[src/rtl/traffic_phase_controller.sv]
// Two-street traffic phase sequencer driven by a 1 Hz tick; also produces per-street countdowns.
// Optional night flashing mode is built when TRAFFIC_NIGHT_FLASH_EN is defined.
module traffic_phase_controller #(
   parameter int GREEN_TIME   = 25,
   parameter int YELLOW_TIME  = 3,
   parameter int ALL_RED_TIME = 2,
   parameter int COUNT_WIDTH  = 6
) (
   input  logic                   clock,
   input  logic                   reset,
   input  logic                   tick,
   input  logic                   hold,
`ifdef TRAFFIC_NIGHT_FLASH_EN
   input  logic                   night_mode,
`endif
   output logic [2:0]             row_traffic_lights,
   output logic [2:0]             column_traffic_lights,
   output logic [COUNT_WIDTH-1:0] row_remaining,
   output logic [COUNT_WIDTH-1:0] column_remaining,
   output logic [2:0]             phase
);

   typedef enum logic [2:0] {
      ROW_GREEN  = 3'd0,
      ROW_YELLOW = 3'd1,
      ALL_RED_1  = 3'd2,
      COL_GREEN  = 3'd3,
      COL_YELLOW = 3'd4,
`ifdef TRAFFIC_NIGHT_FLASH_EN
      ALL_RED_2  = 3'd5,
      FLASH      = 3'd6
`else
      ALL_RED_2  = 3'd5
`endif
   } state_t;

   localparam logic [COUNT_WIDTH-1:0] G_W = COUNT_WIDTH'(GREEN_TIME);
   localparam logic [COUNT_WIDTH-1:0] Y_W = COUNT_WIDTH'(YELLOW_TIME);
   localparam logic [COUNT_WIDTH-1:0] R_W = COUNT_WIDTH'(ALL_RED_TIME);

   localparam logic [2:0] LIGHT_RED    = 3'b100;
   localparam logic [2:0] LIGHT_YELLOW = 3'b010;
   localparam logic [2:0] LIGHT_GREEN  = 3'b001;

   state_t                 state_reg, state_next;
   logic [COUNT_WIDTH-1:0] timer_reg, timer_next;
   logic                   advance;
   logic                   legal;
`ifdef TRAFFIC_NIGHT_FLASH_EN
   logic                   flash_reg, flash_next;
`endif

   function automatic state_t successor(input state_t s);
      case (s)
         ROW_GREEN:  return ROW_YELLOW;
         ROW_YELLOW: return ALL_RED_1;
         ALL_RED_1:  return COL_GREEN;
         COL_GREEN:  return COL_YELLOW;
         COL_YELLOW: return ALL_RED_2;
         ALL_RED_2:  return ROW_GREEN;
         default:    return ALL_RED_2;
      endcase
   endfunction

   function automatic logic [COUNT_WIDTH-1:0] duration(input state_t s);
      case (s)
         ROW_GREEN, COL_GREEN:   return G_W;
         ROW_YELLOW, COL_YELLOW: return Y_W;
         default:                return R_W;
      endcase
   endfunction

   always_ff @(posedge clock or posedge reset) begin
      if (reset) begin
         state_reg <= ALL_RED_2;
         timer_reg <= R_W;
`ifdef TRAFFIC_NIGHT_FLASH_EN
         flash_reg <= 1'b0;
`endif
      end else begin
         state_reg <= state_next;
         timer_reg <= timer_next;
`ifdef TRAFFIC_NIGHT_FLASH_EN
         flash_reg <= flash_next;
`endif
      end
   end

   always_comb begin
      state_next            = state_reg;
      timer_next            = timer_reg;
      row_traffic_lights    = LIGHT_RED;
      column_traffic_lights = LIGHT_RED;
      row_remaining         = '0;
      column_remaining      = '0;
      advance               = tick && !hold;
      legal                 = (state_reg <= ALL_RED_2);
`ifdef TRAFFIC_NIGHT_FLASH_EN
      flash_next            = flash_reg;
`endif

      if (advance) begin
`ifdef TRAFFIC_NIGHT_FLASH_EN
         // Night request wins over normal sequencing; flash starts on the yellow half.
         if (night_mode) begin
            state_next = FLASH;
            timer_next = '0;
            flash_next = (state_reg == FLASH) ? !flash_reg : 1'b1;
         end else if (state_reg == FLASH) begin
            state_next = ALL_RED_2;
            timer_next = R_W;
            flash_next = 1'b0;
         end else
`endif
         if (!legal || timer_reg == '0) begin
            state_next = ALL_RED_2;
            timer_next = R_W;
         end else if (timer_reg == COUNT_WIDTH'(1)) begin
            state_next = successor(state_reg);
            timer_next = duration(state_next);
         end else begin
            timer_next = timer_reg - COUNT_WIDTH'(1);
         end
      end

      // Remaining = time left in this state plus every later state before this street's colour changes.
      case (state_reg)
         ROW_GREEN: begin
            row_traffic_lights = LIGHT_GREEN;
            row_remaining      = timer_reg + Y_W;
            column_remaining   = timer_reg + Y_W + R_W;
         end
         ROW_YELLOW: begin
            row_traffic_lights = LIGHT_YELLOW;
            row_remaining      = timer_reg;
            column_remaining   = timer_reg + R_W;
         end
         ALL_RED_1: begin
            row_remaining      = timer_reg + G_W + Y_W + R_W;
            column_remaining   = timer_reg;
         end
         COL_GREEN: begin
            column_traffic_lights = LIGHT_GREEN;
            row_remaining         = timer_reg + Y_W + R_W;
            column_remaining      = timer_reg + Y_W;
         end
         COL_YELLOW: begin
            column_traffic_lights = LIGHT_YELLOW;
            row_remaining         = timer_reg + R_W;
            column_remaining      = timer_reg;
         end
         ALL_RED_2: begin
            row_remaining      = timer_reg;
            column_remaining   = timer_reg + G_W + Y_W + R_W;
         end
`ifdef TRAFFIC_NIGHT_FLASH_EN
         FLASH: begin
            row_traffic_lights    = flash_reg ? LIGHT_YELLOW : 3'b000;
            column_traffic_lights = flash_reg ? LIGHT_YELLOW : 3'b000;
         end
`endif
         default: begin
            row_traffic_lights    = LIGHT_RED;
            column_traffic_lights = LIGHT_RED;
         end
      endcase
   end

   assign phase = state_reg;

endmodule

[config.mk]
export PLATFORM = sky130hd
export DESIGN_NAME = traffic_phase_controller
export DESIGN_NICKNAME = d
export VERILOG_FILES = /design/src/rtl/traffic_phase_controller.sv
export SDC_FILE = /design/constraint.sdc
export NUM_CORES = 1
export LEC_CHECK = 0
export CAP_MARGIN = 25
export CORE_MARGIN = 8
export CORE_UTILIZATION = 25
export DETAILED_ROUTE_END_ITERATION = 16
export GPL_TIMING_DRIVEN = 1
export PLACE_DENSITY = 0.5
export REMOVE_ABC_BUFFERS = 1
export SYNTH_ARGS = -nofsm -noshare
export SYNTH_HDL_FRONTEND = slang
export SYNTH_SLANG_ARGS = --single-unit
export TNS_END_PERCENT = 1
[constraint.sdc]
create_clock -name clock -period 2.7 [get_ports clock]
set_input_delay 0.54 -clock clock [delete_from_list [all_inputs] [get_ports clock]]
set_output_delay 0.54 -clock clock [all_outputs]
set_load 0.02 [all_outputs]
==> results.cfg <==
[clocking]
clkLatencyLatePin_ps = 240
clock_input_transition_at_the_sequential_cells_of_the_worst_setup_and_hold_paths_ps = 50
cts_made_buffers = 3
cts_sinks = 9
cts_buffer_depth = 2
cts_tree = built
root_buffer = clkbuf_8
cts_hold_buffers = 0
cts.htree.levels = 1

[sta]
postLayoutSetupSlackWorst_ps = -31.6
final.period_utilization_pct = 101
total_of_endpoints_with_negative_setup_slack_in_the_final_report = 4
timing.max_slew.rel_slack_pct = 67.2
grt_setup_unrepaired = yes
max_freq_mhz = 366
finalCriticalPeriod_ps = 2730
maxSlewViolCount = 0
finClkSkew_ps = 3.89
hold_viol = 0
worst-slew-pin-transition_ps = 491

[final_layout]
most_frequent_cells_in_the_layout = buf_4, nor2_1, nand2_1
area.growth.synth_to_final_pct = 57.3
layout.core_utilization_pct = 40.4
largest_register_ff_count = 6
mostFrequentLayoutCell = buf_4
nFillCells = 576
finish.instance_area_um2 = 2200
fin_nets = 269
diodes = 0
drive_gt1_share_pct = 33.9

[job]
timing.max_cap.violations = 0

[worst_setup_path]
worstPathCellList = inv_4 -> ha_4 -> nand3b_1 -> xnor2_2 -> nand3_2 -> xor2_2 -> a211o_1 -> buf_6
crit_slowest_cell = dfstp_2
max_stage_delay_ps = 560
path_delay_family = flip-flops
maximum_fanout_count_along_the_critical_path = 4
worst_setup_path_end_kind = primary output
startpoint_type = flip-flop
path_class = reg2out
worst_ep_arrival_ps = 2190
crit_required_ps = 2160
worst-path-buf-inv = 2

[grt]
grt_first_pass_wirelength_um = 7920
first_global_vias = 1631
grt_antenna_before_repair = 0
largest_net_degree_at_the_start_of_global_routing = 17
globalRouteOverflowTotal = 0
grt_use_total_pct = 11.3

[die]
die-area_um2 = 8230
core_area_um2 = 5440
initial_utilization_pct = 25.7
die_height_um = 90.7
io_pins = 25
width_of_the_die_um = 90.7
floorplan.rows = 27

[synth]
post_synthesis_area_per_instance_um2 = 7.02
proportion_of_synthesized_flip_flops_having_asynchronous_set_or_reset_pct = 100
post_synth_num_cell_types = 46
synth-edff-count = 0
netlist_instances = 199
synth_ff_type = dfrtp_1
syn-cell-area_um2 = 1400
number_of_register_bits_inferred_by_synthesis = 9
syn_warnings = 0
synth.yosys.seq_area_share_pct = 16.4

[hold_path]
min-delay-path-class = in2async

[detailed_routing]
first_iter_violations = 86
route.vias.total = 1633
ant_nets = 0
post_route_drc = 0
vias_per_cell = 4.96
wire_per_inst_um = 14.1
wirelength_um = 4630
drtPass1Iterations = 4

[placed_design]
io_buffers = 24
dp_hpwl_um = 3580
placedInstanceArea_um2 = 2000
gp_routability_congestion = 0.811

[status]
run_status = finished, violations left
failing_checks = negative setup slack
-- cell families (layout without fill, tap and decap cells) --
| logic type | after synthesis | count (layout) | share of synthesized area, % |
|---|---|---|---|
| and+or+nand+nor | 77 | 77 | 28.4 |
| buffers and inverters | 26 | 84 | 7.80 |
| adders and majority gates | 7 | 7 | 6.27 |
| AOI/OAI and AO/OA | 62 | 62 | 28.6 |
| DFF | 9 | 9 | 16.4 |
| xor gates and xnor gates | 14 | 14 | 8.78 |
| muxes | 4 | 4 | 3.76 |
-- synth_stat cells (3+ instances only) --
library cell	n	area share [%]
nor2_1	21	5.6
o21ai_0	12	4.3
nand3_1	7	2.5
nand2_1	18	4.8
a21o_1	3	1.6
o211ai_1	3	1.6
dfrtp_1	6	11
ha_1	7	6.3
inv_1	10	2.7
nor3_1	4	1.4
clkbuf_1	7	1.9
mux2i_1	3	2.2
a211o_1	4	2.5
a31oi_1	4	1.8
nand2b_1	6	2.7
a21oi_1	18	6.5
xnor2_1	9	5.6
o22ai_1	4	1.8
xor2_1	5	3.1
nor2b_1	7	3.1
buf_2	3	1.1
buf_1	5	1.3
dfstp_2	3	5.6
-- worst reg2reg max path: stages, from the launching register on --
cell     delay, ps
dfrtp_1        510
buf_4          220
nor4_4         340
nand2_2        180
or4b_1         530
a21oi_1        160
a21o_1         100
-- path summary, 6_finish.rpt --
| kind | to | depth (start not counted) | from | slack [ps] |
|---|---|---|---|---|
| min in group clock | timer_reg[0] | 2 | timer_reg[0] | 630 |
| hold reg to reg | timer_reg[0] | 2 | timer_reg[0] | 630 |
| setup / recovery | column_remaining[5] | 8 | timer_reg[1] | -30 |
| max in group asynchronous | phase[2] | 2 | reset | 1800 |
| setup reg to reg | timer_reg[0] | 6 | timer_reg[4] | 610 |
| hold / removal | timer_reg[2] | 2 | reset | 580 |
-- layout make-up --
cell class	instances	area, um^2	area share (%)
multi-input combinational	164	1210	55.1
clock buffer	4	45.0	2.05
tap	72	90.1	4.10
timing repair buffer	70	581	26.4
inverter	10	40.0	1.82
sequential	9	230	10.5
-- metrics by stage --
step | cells | hold WS (ps) | setup WS [ps] | setup TNS [ps]
3_5_place_dp | 323 | 613 | -250 | -1450
4_1_cts | 328 | 577 | -176 | -661
2_1_floorplan | 183 | 366 | 121 | 0
5_1_grt | 329 | 630 | -135 | -635
6_report | 329 | 580 | -31.6 | -89.0
3_3_place_gp | 323 | 614 | -199 | -1230
-- routing by layer --
metal	vias up	wire length, um	global-route usage (%)	share of wire, %
li1	825	-	-	-
met1	774	2250	14.4	49
met2	27	2170	18.8	47
met3	7	151	1.83	3.3
met4	0	60	3.33	1.3
met5	-	0	0	0
-- timing repair --
action | CTS | global route
resized for setup | 36 | 41
endpoints found under the setup margin | 13 | 14
pin swaps | 2 | 15
setup buffers | 1 | 2
Power is left out: the tool's default activity adds up to more than one toggle a clock period on the data nets, which glitch-free logic cannot reach.
